File: config.mk
export PLATFORM = sky130hd
export DESIGN_NAME = tl_periph_socket
export DESIGN_NICKNAME = d
export VERILOG_FILES = /design/src/rtl/tl_periph_pkg.sv /design/src/rtl/tl_rr_arbiter.sv /design/src/rtl/tl_periph_socket.sv
export SDC_FILE = /design/constraint.sdc
export NUM_CORES = 1
export LEC_CHECK = 0
export CELL_PAD_IN_SITES_DETAIL_PLACEMENT = 0
export CELL_PAD_IN_SITES_GLOBAL_PLACEMENT = 1
export CORE_AREA = 2 2 233 235
export DETAILED_ROUTE_END_ITERATION = 8
export DIE_AREA = 0 0 235 237
export PLACE_DENSITY = 0.52
export SETUP_SLACK_MARGIN = 0.02
export SYNTH_ARGS = -nofsm -noshare
export SYNTH_HDL_FRONTEND = slang
export SYNTH_SLANG_ARGS = --single-unit
File: constraint.sdc
create_clock -name clk_i -period 19.3 [get_ports clk_i]
set_input_delay 1.93 -clock clk_i [delete_from_list [all_inputs] [get_ports clk_i]]
set_output_delay 1.93 -clock clk_i [all_outputs]
set_load 0.005 [all_outputs]
File: src/rtl/tl_periph_pkg.sv
// Shared TL-UL opcodes, size field width and the default peripheral address map.
package tl_periph_pkg;

    localparam int unsigned MaxDev = 8;
    localparam int unsigned SizeW  = 3;
    localparam int unsigned OpW    = 3;

    typedef enum logic [OpW-1:0] {
        PutFullData    = 3'h0,
        PutPartialData = 3'h1,
        Get            = 3'h4
    } tl_a_op_e;

    typedef enum logic [OpW-1:0] {
        AccessAck     = 3'h0,
        AccessAckData = 3'h1
    } tl_d_op_e;

    // Four 4 KiB windows at 0x0000_0000, 0x1000_0000, 0x2000_0000, 0x3000_0000.
    localparam logic [3:0][31:0] DefaultDevBase = {
        32'h3000_0000, 32'h2000_0000, 32'h1000_0000, 32'h0000_0000
    };
    localparam logic [3:0][31:0] DefaultDevMask = {4{32'h0000_0FFF}};

endpackage

File: src/rtl/tl_rr_arbiter.sv
// Round-robin arbiter whose grant is held until the granted beat is accepted (advance).
module tl_rr_arbiter #(
    parameter int unsigned N = 2,
    localparam int unsigned IdxW = (N > 1) ? $clog2(N) : 1
) (
    input  logic         clk_i,
    input  logic         rst_i,
    input  logic [N-1:0] req,
    input  logic         advance,
    output logic [N-1:0] gnt
);

    logic [IdxW-1:0] ptr_q;
    logic [IdxW-1:0] hold_idx_q;
    logic            hold_q;
    logic [IdxW-1:0] pick_idx;
    logic            pick_vld;
    logic [IdxW-1:0] gnt_idx;
    int unsigned     scan_idx;

    // First requester at or after the pointer, wrapping.
    always_comb begin
        pick_idx = ptr_q;
        pick_vld = 1'b0;
        scan_idx = 0;
        for (int unsigned k = 0; k < N; k++) begin
            scan_idx = (32'(ptr_q) + k) % N;
            if (!pick_vld && req[scan_idx]) begin
                pick_vld = 1'b1;
                pick_idx = IdxW'(scan_idx);
            end
        end
    end

    always_comb begin
        gnt     = '0;
        gnt_idx = pick_idx;
        if (hold_q) begin
            gnt_idx          = hold_idx_q;
            gnt[hold_idx_q]  = req[hold_idx_q];
        end else if (pick_vld) begin
            gnt[pick_idx] = 1'b1;
        end
    end

    always_ff @(posedge clk_i or posedge rst_i) begin
        if (rst_i) begin
            ptr_q      <= '0;
            hold_q     <= 1'b0;
            hold_idx_q <= '0;
        end else begin
            hold_q     <= (|gnt) && !advance;
            hold_idx_q <= gnt_idx;
            if (advance && (|gnt)) begin
                ptr_q <= (gnt_idx == IdxW'(N - 1)) ? '0 : IdxW'(gnt_idx + 1'b1);
            end
        end
    end

endmodule

File: src/rtl/tl_periph_socket.sv
// 1:N TL-UL peripheral socket: address decode, per-device in-flight limits,
// a one-entry error responder for unmapped/oversized requests, and RR D-channel return.
module tl_periph_socket
    import tl_periph_pkg::*;
#(
    parameter int unsigned NumDev         = 4,
    parameter int unsigned DataWidth      = 32,
    parameter int unsigned AddrWidth      = 32,
    parameter int unsigned SourceWidth    = 1,
    parameter int unsigned MaxOutstanding = 4,
    parameter logic [NumDev-1:0][AddrWidth-1:0] DevBase = DefaultDevBase,
    parameter logic [NumDev-1:0][AddrWidth-1:0] DevMask = DefaultDevMask,
    localparam int unsigned MaskW = DataWidth / 8
) (
    input  logic                                   clk_i,
    input  logic                                   rst_i,
    input  logic                                   host_a_valid,
    input  logic [OpW-1:0]                         host_a_opcode,
    input  logic [SizeW-1:0]                       host_a_size,
    input  logic [SourceWidth-1:0]                 host_a_source,
    input  logic [AddrWidth-1:0]                   host_a_address,
    input  logic [MaskW-1:0]                       host_a_mask,
    input  logic [DataWidth-1:0]                   host_a_data,
    output logic                                   host_a_ready,
    output logic                                   host_d_valid,
    output logic [OpW-1:0]                         host_d_opcode,
    output logic [SizeW-1:0]                       host_d_size,
    output logic [SourceWidth-1:0]                 host_d_source,
    output logic                                   host_d_denied,
    output logic                                   host_d_corrupt,
    output logic [DataWidth-1:0]                   host_d_data,
    input  logic                                   host_d_ready,
    output logic [NumDev-1:0]                      dev_a_valid,
    output logic [NumDev-1:0][OpW-1:0]             dev_a_opcode,
    output logic [NumDev-1:0][SizeW-1:0]           dev_a_size,
    output logic [NumDev-1:0][SourceWidth-1:0]     dev_a_source,
    output logic [NumDev-1:0][AddrWidth-1:0]       dev_a_address,
    output logic [NumDev-1:0][MaskW-1:0]           dev_a_mask,
    output logic [NumDev-1:0][DataWidth-1:0]       dev_a_data,
    input  logic [NumDev-1:0]                      dev_a_ready,
    input  logic [NumDev-1:0]                      dev_d_valid,
    input  logic [NumDev-1:0][OpW-1:0]             dev_d_opcode,
    input  logic [NumDev-1:0][SizeW-1:0]           dev_d_size,
    input  logic [NumDev-1:0][SourceWidth-1:0]     dev_d_source,
    input  logic [NumDev-1:0]                      dev_d_denied,
    input  logic [NumDev-1:0]                      dev_d_corrupt,
    input  logic [NumDev-1:0][DataWidth-1:0]       dev_d_data,
    output logic [NumDev-1:0]                      dev_d_ready,
    output logic                                   idle_o
);

    localparam int unsigned CntW = $clog2(MaxOutstanding + 1);
    localparam int unsigned ArbN = NumDev + 1;

    logic [NumDev-1:0][CntW-1:0] cnt_q;
    logic [NumDev-1:0]           cnt_ok;
    logic [NumDev-1:0]           sel_oh;
    logic                        hit;
    logic                        size_ok;
    logic [NumDev-1:0]           a_fire;
    logic [NumDev-1:0]           d_fire;
    logic [ArbN-1:0]             arb_req;
    logic [ArbN-1:0]             arb_gnt;
    logic                        d_fire_host;
    logic                        err_load;
    logic                        err_done;
    logic                        err_vld_q;
    logic                        err_get_q;
    logic [SizeW-1:0]            err_size_q;
    logic [SourceWidth-1:0]      err_source_q;
    logic                        cnt_busy;

    assign size_ok = host_a_size <= SizeW'($clog2(MaskW));

    // Lowest matching index wins; oversized transfers never match.
    always_comb begin
        sel_oh = '0;
        hit    = 1'b0;
        for (int unsigned i = 0; i < NumDev; i++) begin
            if (!hit && size_ok && ((host_a_address & ~DevMask[i]) == DevBase[i])) begin
                sel_oh[i] = 1'b1;
                hit       = 1'b1;
            end
        end
    end

    always_comb begin
        for (int unsigned i = 0; i < NumDev; i++) begin
            cnt_ok[i]        = cnt_q[i] < CntW'(MaxOutstanding);
            dev_a_opcode[i]  = host_a_opcode;
            dev_a_size[i]    = host_a_size;
            dev_a_source[i]  = host_a_source;
            dev_a_address[i] = host_a_address;
            dev_a_mask[i]    = host_a_mask;
            dev_a_data[i]    = host_a_data;
        end
    end

    assign dev_a_valid  = (host_a_valid && !rst_i) ? (sel_oh & cnt_ok) : '0;
    assign host_a_ready = hit ? |(sel_oh & cnt_ok & dev_a_ready) : !err_vld_q;
    assign a_fire       = dev_a_valid & dev_a_ready;
    assign d_fire       = dev_d_valid & dev_d_ready;
    assign err_load     = host_a_valid && !hit && !err_vld_q && !rst_i;

    always_ff @(posedge clk_i or posedge rst_i) begin
        if (rst_i) begin
            cnt_q <= '0;
        end else begin
            for (int unsigned i = 0; i < NumDev; i++) begin
                case ({a_fire[i], d_fire[i]})
                    2'b10:   cnt_q[i] <= cnt_q[i] + 1'b1;
                    2'b01:   cnt_q[i] <= cnt_q[i] - 1'b1;
                    default: cnt_q[i] <= cnt_q[i];
                endcase
            end
        end
    end

    // Error responder: single entry, freed when its response is accepted.
    always_ff @(posedge clk_i or posedge rst_i) begin
        if (rst_i) begin
            err_vld_q    <= 1'b0;
            err_get_q    <= 1'b0;
            err_size_q   <= '0;
            err_source_q <= '0;
        end else if (err_load) begin
            err_vld_q    <= 1'b1;
            err_get_q    <= host_a_opcode == OpW'(Get);
            err_size_q   <= host_a_size;
            err_source_q <= host_a_source;
        end else if (err_done) begin
            err_vld_q <= 1'b0;
        end
    end

    assign arb_req     = {err_vld_q, dev_d_valid};
    assign d_fire_host = host_d_valid && host_d_ready;
    assign err_done    = arb_gnt[NumDev] && d_fire_host;
    assign dev_d_ready = rst_i ? '0 : (arb_gnt[NumDev-1:0] & {NumDev{host_d_ready}});

    tl_rr_arbiter #(.N(ArbN)) u_arb (
        .clk_i   (clk_i),
        .rst_i   (rst_i),
        .req     (arb_req),
        .advance (d_fire_host),
        .gnt     (arb_gnt)
    );

    // D mux: the error responder is the default, a granted device overrides it.
    always_comb begin
        host_d_valid   = arb_gnt[NumDev];
        host_d_opcode  = err_get_q ? OpW'(AccessAckData) : OpW'(AccessAck);
        host_d_size    = err_size_q;
        host_d_source  = err_source_q;
        host_d_denied  = 1'b1;
        host_d_corrupt = err_get_q;
        host_d_data    = '0;
        for (int unsigned i = 0; i < NumDev; i++) begin
            if (arb_gnt[i]) begin
                host_d_valid   = 1'b1;
                host_d_opcode  = dev_d_opcode[i];
                host_d_size    = dev_d_size[i];
                host_d_source  = dev_d_source[i];
                host_d_denied  = dev_d_denied[i];
                host_d_corrupt = dev_d_corrupt[i];
                host_d_data    = dev_d_data[i];
            end
        end
        if (rst_i) begin
            host_d_valid = 1'b0;
        end
    end

    always_comb begin
        cnt_busy = 1'b0;
        for (int unsigned i = 0; i < NumDev; i++) begin
            cnt_busy = cnt_busy || (cnt_q[i] != '0);
        end
    end

    assign idle_o = !cnt_busy && !err_vld_q;

endmodule

==> impl_results.md, run 1 <==
- Final ANT Viol Nets: 0
- Antenna violations before repair: 2
- Worst min-delay path category: register to register
- Critical Path RT: around 17 ns
- Drt via density: about 3.9
- GR Util All Layers: 0.129
- FILL cells: roughly 6000
- Final setup viols: 0
- Final min period: approximately 10 ns
- Setup Fix Bufs, Post-CTS: 0
- Vias in the first global route: 6545
- Row cnt: 85
- Fin cells: between 1500 and 2000
- Setup crit start: u_arb.ptr_q[0]
- Chip width: about 240 um
- Global routing usage on met1: 0.138
- Die area: 55700 um2
- Delay-heaviest family, CP: compound AO/OA/AOI/OAI gates
- Ys Warns: 0
- CP arrival: roughly 8.5 ns
- Synth top area share: 0.333
- CTS Sinks: 25
- DRC viols: 0
- First-pass GRT wire length: about 52000 um
- GRT Max-Usage Layer: met2
- DR iter-0 viols: between 200 and 250
- Max_cap viols: 0
- Final Cycle Share: 0.540
- Post-synth EDFFs: 0
- Setup slack after layout: 8.88 ns
- Clock root buffer: clkbuf_16
- Post-Syn Nets: about 1200
- Startpoint Class: register
- Vias: ~6400
- Num ports: 603
- Primary FF master, synth: dfrtp_1
- Met2 global-route usage: 0.209
- Post-synthesis cell count: 904
- Most common cell in the netlist: buf_4
- R2r setup slk: 11.14 ns
- TritonCTS clock tree: yes
- Final Util: 0.167
- CP Buf/Inv Count: 4
- CTS max path bufs: 2
- Sequential Area: around 630 um2
- Max Slew Vio Count: 0
- WHS Endpoint: cnt_q[3]
- Setup TNS Final: 0 ns
- Seq/Total Area, Yosys: 0.0923
- Synth area leader: buf_4
- DP Worst Slack: between 9 and 10 ns
- Core area: roughly 53000 um2
- Status: completed
- Worst Setup End Kind: output port
- Crit path max fanout: 29
- Skew-Pair Late Insertion Delay: between 0.2 and 0.3 ns
- Slowest cell on crit path: dfrtp_1
- Post_cts resized: 0
- GRT met3 Usage: 0.0780
- Htree depth: 1
- Hold Crit Depth: 1
- Setup CP Type: register to output port
- RSZ-0062 raised after global routing: no
- FF+latch count, synth: 25
- Top cells by area, synth: buf_4, dfrtp_1, ha_1
- Clock-pin slew on the worst setup and hold paths: about 0.07 ns
- Worst Skew: approximately 0.0043 ns
- Grt total ovfl: 0
- Largest net degree at the start of global routing: 43
- TritonCTS Buffers: 3
- Slowest cell delay on critical path: 0.90 ns
- Most frequent CP cell: ha_1
- Critical path, cell by cell: inv_1, ha_1, inv_1, ha_1, nor2_1, a211o_1, nand2_1, ha_1, nand2b_1, o2111ai_1, o211ai_2, or3b_1, a211oi_2, a21oi_2, o31a_1, a221oi_1, nand2b_1, a21bo_2, buf_4, nor2_2, a221oi_2, clkdlybuf4s50_1
- Starting Density: 0.127
- WL/cell: about 24 um
- Port bufs: around 360
- Share of layout cells above drive strength 1: 0.0481
- Antenna Cells: 0
- Worst flop-to-flop path startpoint: u_arb.ptr_q[0]
- Synthesized area: slightly below 7000 um2
- Placed Cells: 1627
- Synth top cells by count: buf_4, nand2_1, nor2_1
- Relative slew margins: 0.428
- Asr flop ratio synth: 1.00
- Netlist cell types: 88
- Post-DP HPWL: 32600 um
- RD Place Congestion: 0.834
- Worst-Margin Slew: around 0.86 ns
- WL final: about 38000 um
- Die Ht: between 200 and 250 um
- 1st-pass router iterations: 5
- HP Start: cnt_q[3]
- Final Hold Violating Endpoints: 0
- Fmax: 0.0959 GHz
- Worst r2r path cells: 26
- Mapped Avg Cell Area: roughly 7.5 um2
- FF-to-FF End: cnt_q[11]
- Synth-to-Final Area Change: 31.3%
- Final nets: 1220
- Multi-input gate area: about 3500 um2
- # hold bufs at CTS: 0
==> cells in the final DEF, fill, tap and decap left out, types with 22 or more instances in the layout <==
cell type	instances
dfrtp_1	25
nand2_1	72
mux2i_1	22
inv_1	33
clkdlybuf4s50_1	362
o21ai_1	40
ha_1	28
a221oi_1	36
nor2_1	59
==> worst register-to-register path: cells and delay by family, from the launching register on <==
family | cells | cell delay [ns]
AO/OA/AOI/OAI | 8 | 2.11
XOR/XNOR | 2 | 0.27
adder cells (fa/ha/maj) | 5 | 1.90
buffers and inverters | 4 | 1.37
flip-flops | 1 | 0.90
AND/OR/NAND/NOR | 7 | 1.53
==> layout make-up <==
type	instances	area share
timing repair buffer	367	0.411
multi-input combinational	504	0.397
clock buffer	3	0.00843
tap	696	0.0978
inverter	35	0.0147
sequential	25	0.0702
clock inverter	1	0.000983
==> metal layers <==
metal	part of all wire	vias up
met4	0.036	4
li1	-	2906
met3	0.14	53
met5	0.00062	-
met2	0.46	427
met1	0.37	2997
==> cells by family after synthesis <==
group	Yosys count	share of synthesized area
compound gates	187	0.206
xor+xnor	18	0.0255
fa+ha+maj	33	0.0664
buf+inv	375	0.389
flops	25	0.0923
mux	28	0.0446
simple gates	238	0.176
==> through the flow <==
step,hold WS (ns),instance area [um2]
after floorplan,0.437,6780
after global placement,0.454,8820
after detailed placement,0.456,8820
after CTS,0.471,8910
after global routing,0.521,8910
final,0.474,8910
==> worst max-delay path by stage <==
stage / endpoint / slack (ns) / depth (start not counted)
global placement: host_d_opcode[1] / 9.05 / 22
finish: host_d_opcode[1] / 8.88 / 22
floorplan: host_d_corrupt / 11.89 / 24
detailed placement: host_d_opcode[1] / 9.05 / 22
CTS: host_d_opcode[1] / 8.69 / 22
global route: host_d_opcode[1] / 8.17 / 22
==> flip-flops by register name, indices dropped and copies added, names as in the netlist <==
name / count
u_arb.hold_q: 1
err_get_q: 1
cnt_q: 12
err_source_q: 1
err_vld_q: 1
err_size_q: 3
u_arb.hold_idx_q: 3
u_arb.ptr_q: 3
Power of run 1 is not shown: default switching activity piles up to over one toggle a cycle in this logic, so the estimate is an artifact.
==> run 2: changes to the inputs <==
Settings changed: CORE_AREA 2 2 233 235 to 2 2 236 238, DIE_AREA 0 0 235 237 to 0 0 238 240, PLACE_DENSITY 0.52 to 0.53.
Clock period 19.3 ns to 8.6 ns, I/O delays scaled along.
==> impl_results.md, run 2 (synthesized netlist as in run 1, its figures left out) <==
- Share of layout cells above drive strength 1: 0.0671 (+0.0190)
- Critical path, cell by cell: inv_1, ha_1, o21a_1, a21oi_1, xnor2_1, ha_1, fa_1, a21bo_2, nor4_1, o32ai_1, buf_4, and2_1, nand2b_1, a211oi_1, a221oi_1, nor2b_1, a21o_4, nor2_2, a221oi_2, clkdlybuf4s50_1
- Area after detailed placement: 9000 um2 (+2.0%)
- WHS Endpoint: cnt_q[3]
- Status: completed
- Fmax: 0.133 GHz
- Setup Fix Bufs, Post-CTS: 0 (unchanged)
- Vias: 6313 (-1.2%)
- Die area: 57100 um2 (+2.6%)
- DRC viols: 0 (unchanged)
- Final min period: 7.51 ns
- Row cnt: 86 (+1.2%)
- CP arrival: 6.65 ns (-1.84 ns)
- Multi-input gate area: 3530 um2 (unchanged)
- RSZ-0062 raised after global routing: no
- Startpoint Class: register
- Port bufs: 362 (unchanged)
- Design area: 9090 um2 (+2.0%)
- First-pass GRT wire length: 46200 um (-11%)
- DP Worst Slack: 1.28 ns (-7.77 ns)
- Final nets: 1239 (+1.6%)
- Vias in the first global route: 6318 (-3.5%)
- Largest net degree at the start of global routing: 43 (unchanged)
- Die Ht: 240 um (+1.3%)
- Num ports: 603 (unchanged)
- Crit path max fanout: 42 (+45%)
- Antenna violations before repair: 2 (unchanged)
- HP Start: cnt_q[3]
- Commonest cells after routing, fill and taps aside: clkdlybuf4s50_1, nand2_1, nor2_1
- Worst min-delay path category: register to register
- Post_cts resized: 0 (unchanged)
- Worst Skew: 0.00545 ns (+0.00113 ns)
- Largest reg by FF count: cnt_q
- Clock-pin slew on the worst setup and hold paths: 0.07 ns (about the same)
- Starting Density: 0.124 (-0.00321)
- DR iter-0 viols: 423 (+96%)
- Setup CP Type: register to output port
- GR Util All Layers: 0.112 (-0.0175)
- Final setup viols: 0 (unchanged)
- RD Place Congestion: 0.780 (-6.4%)
- Max_cap viols: 0 (unchanged)
- Hold Crit Depth: 1 (unchanged)
- Most frequent CP cell: ha_1
- Max Slew Vio Count: 0 (unchanged)
- WL final: 34900 um (-9.3%)
- Core area: 54700 um2 (+2.6%)
- Slowest cell on crit path: clkdlybuf4s50_1
- TritonCTS Buffers: 3 (unchanged)
- 1st-pass router iterations: 7 (+2)
- Most common cell after layout, fill and taps aside: clkdlybuf4s50_1
- Critical Path RT: 7.74 ns (-9.63 ns)
- TritonCTS clock tree: yes
- Chip width: 238 um (+1.3%)
- Setup TNS Final: 0 ns (unchanged)
- Post-DP HPWL: 29200 um (-11%)
- Slowest cell delay on critical path: 0.64 ns (-0.26 ns)
- Relative slew margins: 0.522 (+0.0938)
- Sequential Area: 626 um2 (unchanged)
- Drt via density: 3.80 (-2.9%)
- R2r setup slk: 2.26 ns (-8.88 ns)
- CTS max path bufs: 2 (unchanged)
- Worst-Margin Slew: 0.715 ns (-0.143 ns)
- Skew-Pair Late Insertion Delay: 0.26 ns (about the same)
- Grt total ovfl: 0 (unchanged)
- Setup slack after layout: 1.09 ns (-7.78 ns)
- CTS Sinks: 25 (unchanged)
- Largest register FFs: 12 (unchanged)
- Clock root buffer: clkbuf_16
- Htree depth: 1 (unchanged)
- Worst Setup End Kind: output port
- Worst flop-to-flop path startpoint: u_arb.ptr_q[2]
- # hold bufs at CTS: 0 (unchanged)
- WL/cell: 21.0 um (-11%)
- FF-to-FF End: cnt_q[5]
- Synth-to-Final Area Change: 34.0%
- Final Cycle Share: 0.873
- Final Hold Violating Endpoints: 0 (unchanged)
- Worst r2r path cells: 26 (unchanged)
- Final ANT Viol Nets: 0 (unchanged)
- FILL cells: 6234 (+3.4%)
## run 2: changes by cell type in the layout (fill, tap and decap cells not counted)
cell / delta
buf_12: +2
buf_4: +17
clkinvlp_4: +1
diode_2: +2
inv_6: -1
## run 2: critical path, delay by kind of cell (launching register included)
kind                     cells  cell delay [ns]
AO/OA/AOI/OAI                8             2.81
XOR/XNOR                     1             0.17
adder cells (fa/ha/maj)      3             1.04
buffers and inverters        3             0.92
flip-flops                   1             0.35
AND/OR/NAND/NOR              5             1.06
## run 2: cell type report
type,instances,share of cell area
clock inverter,1,0.000826
inverter,35,0.0145
clock buffer,3,0.00826
sequential,25,0.0688
timing repair buffer,386,0.421
antenna,2,0.000551
multi-input combinational,504,0.389
tap,704,0.0969
## run 2: worst max-delay path by stage
stage,start,endpoint,slack [ns],cells past startpoint
after CTS,u_arb.ptr_q[2],host_d_opcode[1],0.95,20
final,u_arb.ptr_q[2],host_d_opcode[1],1.09,20
after detailed placement,u_arb.ptr_q[2],host_d_opcode[1],1.28,20
after floorplan,u_arb.ptr_q[0],host_d_corrupt,2.26,24
after global routing,u_arb.ptr_q[1],host_d_opcode[1],0.45,22
after global placement,u_arb.ptr_q[2],host_d_opcode[1],1.34,20
## run 2: per-stage QoR
step	cells	hold slack (ns)	utilization
floorplan	904	0.437	-
global placement	1654	0.458	0.165
detailed placement	1654	0.457	0.165
CTS	1658	0.470	0.166
global route	1658	0.509	0.166
finish	1660	0.472	0.166
## run 2: metal layers
metal | vias to the layer above | GRT usage | share of wire
li1 | 2947 | - | -
met1 | 2937 | 0.139 | 0.42
met2 | 354 | 0.180 | 0.46
met3 | 73 | 0.0356 | 0.087
met4 | 2 | 0.0392 | 0.034
met5 | - | 0 | 0.00037
Power of run 2 is left out for the same reason.
==> run 3: changes to the inputs <==
Settings changed: ABC_AREA set to 1, PLACE_DENSITY 0.53 to 0.54.
==> impl_results.md, run 3 <==
- Status: completed
- RD Place Congestion: 0.766 (-1.9%)
- Synth top cells by count: buf_4, nand2_1, inv_1
- Drt via density: 3.54 (-7.0%)
- Startpoint Class: register
- Final Hold Violating Endpoints: 0 (unchanged)
- Vias: 6295 (-0.29%)
- GR Util All Layers: 0.111 (-0.000904)
- Core area: 54700 um2 (unchanged)
- CP arrival: 6.22 ns (-0.43 ns)
- DR iter-0 viols: 269 (-36%)
- Final nets: 1360 (+9.8%)
- Skew-Pair Late Insertion Delay: 0.27 ns (about the same)
- Commonest cells after routing, fill and taps aside: clkdlybuf4s50_1, nand2_1, inv_1
- Asr flop ratio synth: 1.00 (unchanged)
- Vias in the first global route: 6353 (+0.55%)
- Grt total ovfl: 0 (unchanged)
- Die Ht: 240 um (unchanged)
- Multi-input gate area: 3130 um2 (-12%)
- Post_cts resized: 0 (unchanged)
- Port bufs: 362 (unchanged)
- CTS max path bufs: 2 (unchanged)
- TritonCTS clock tree: yes
- Worst flop-to-flop path startpoint: u_arb.ptr_q[1]
- Critical Path RT: 7.74 ns (about the same)
- Post-synth EDFFs: 0 (unchanged)
- Top cells by area, synth: buf_4, nand2_1, dfrtp_1
- Mapped Avg Cell Area: 6.29 um2 (-16%)
- Final ANT Viol Nets: 0 (unchanged)
- First-pass GRT wire length: 45100 um (-2.4%)
- Largest net degree at the start of global routing: 35 (-19%)
- Post-Syn Nets: 1308 (+10%)
- Area after detailed placement: 8620 um2 (-4.3%)
- Slowest cell on crit path: dfrtp_1
- Seq/Total Area, Yosys: 0.0971 (+0.00484)
- HP Start: cnt_q[0]
- Synth top area share: 0.357 (+0.0233)
- FILL cells: 6273 (+0.63%)
- Final min period: 7.08 ns (-0.430 ns)
- Post-DP HPWL: 29300 um (+0.45%)
- Setup Fix Bufs, Post-CTS: 0 (unchanged)
- WHS Endpoint: cnt_q[0]
- Starting Density: 0.118 (-0.00618)
- Hold Crit Depth: 1 (unchanged)
- Num ports: 603 (unchanged)
- Max Slew Vio Count: 0 (unchanged)
- CTS Sinks: 25 (unchanged)
- Worst Setup End Kind: output port
- Fmax: 0.141 GHz (+6.1%)
- Row cnt: 86 (unchanged)
- Htree depth: 1 (unchanged)
- Synth area leader: buf_4
- TritonCTS Buffers: 3 (unchanged)
- Clock-pin slew on the worst setup and hold paths: 0.08 ns (about the same)
- Synth-to-Final Area Change: 35.0%
- Primary FF master, synth: dfrtp_1
- Most common cell in the netlist: buf_4
- Final setup viols: 0 (unchanged)
- WL/cell: 18.7 um (-11%)
- Chip width: 238 um (unchanged)
- DRC viols: 0 (unchanged)
- Crit path max fanout: 23 (-45%)
- Worst-Margin Slew: 0.943 ns (+0.228 ns)
- Sequential Area: 626 um2 (unchanged)
- Clock root buffer: clkbuf_16
- Largest register FFs: 12 (unchanged)
- FF-to-FF End: cnt_q[8]
- WL final: 33300 um (-4.4%)
- # hold bufs at CTS: 0 (unchanged)
- Max_cap viols: 0 (unchanged)
- Worst min-delay path category: register to register
- Worst Skew: 0.00490 ns (-0.000548 ns)
- R2r setup slk: 1.95 ns (-0.31 ns)
- Setup CP Type: register to output port
- Most frequent CP cell: nand2_1
- Post-synthesis cell count: 1024 (+13%)
- Share of layout cells above drive strength 1: 0.0521 (-0.0150)
- Setup TNS Final: 0 ns (unchanged)
- Final Cycle Share: 0.823 (-0.0501)
- Most common cell after layout, fill and taps aside: clkdlybuf4s50_1
- Antenna violations before repair: 7 (+5)
- Design area: 8700 um2 (-4.3%)
- 1st-pass router iterations: 4 (-3)
- Synthesized area: 6440 um2 (-5.0%)
- Antenna Cells: 0 (-2)
- Relative slew margins: 0.369 (-0.153)
- Largest reg by FF count: cnt_q
- FF+latch count, synth: 25 (unchanged)
- Worst r2r path cells: 34 (+31%)
- Netlist cell types: 45 (-49%)
- Die area: 57100 um2 (unchanged)
- Ys Warns: 0 (unchanged)
- Final hold slack: 0.464 ns (-0.00739 ns)
- RSZ-0062 raised after global routing: no
- Slowest cell delay on critical path: 0.68 ns (+0.04 ns)
[run 3: worst max path at each step]
stage | start | end | slack [ns] | cells after the start
finish | u_arb.ptr_q[0] | host_d_source | 1.52 | 32
global route | u_arb.ptr_q[0] | host_d_size[1] | 0.87 | 32
detailed placement | u_arb.ptr_q[0] | host_d_size[1] | 1.72 | 32
CTS | u_arb.ptr_q[0] | host_d_size[1] | 1.41 | 32
global placement | u_arb.ptr_q[1] | host_d_source | 1.78 | 32
floorplan | u_arb.ptr_q[0] | cnt_q[2] | 3.60 | 36
[run 3: layout make-up]
class | count | area share
timing repair buffer | 367 | 0.421
multi-input combinational | 593 | 0.359
tap | 704 | 0.101
sequential | 25 | 0.0719
inverter | 86 | 0.0371
clock buffer | 3 | 0.00863
clock inverter | 1 | 0.000863
[run 3: cells by family after synthesis]
logic type	count (synthesis)	share of synthesized area
simple gates	477	0.331
fa+ha+maj	33	0.0699
compound gates	71	0.0662
buf+inv	406	0.418
xor+xnor	12	0.0175
flops	25	0.0971
[run 3: layer usage]
metal / wire, um / global-route usage / up-vias / part of all wire
met3: 3830 / 0.0479 / 52 / 0.11
met1: 13500 / 0.134 / 2785 / 0.41
li1: - / - / 3039 / -
met4: 731 / 0.0229 / 6 / 0.022
met2: 15200 / 0.182 / 413 / 0.46
met5: 32 / 0 / - / 0.00096
[run 3: through the flow]
stage	utilization	setup WS [ns]	cells
detailed placement	0.158	1.72	1775
global placement	0.158	1.78	1775
CTS	0.159	1.41	1779
finish	0.159	1.52	1779
floorplan	-	3.60	1024
global route	0.159	0.875	1779
[run 3: worst max-delay path, delay by kind of cell, from the launching register on]
kind,cells,cell delay [ns]
flops,1,0.68
fa+ha+maj,3,0.87
compound gates,2,0.34
simple gates,20,2.35
xor+xnor,1,0.19
buf+inv,6,1.44
Power of run 3 is left out for the same reason.
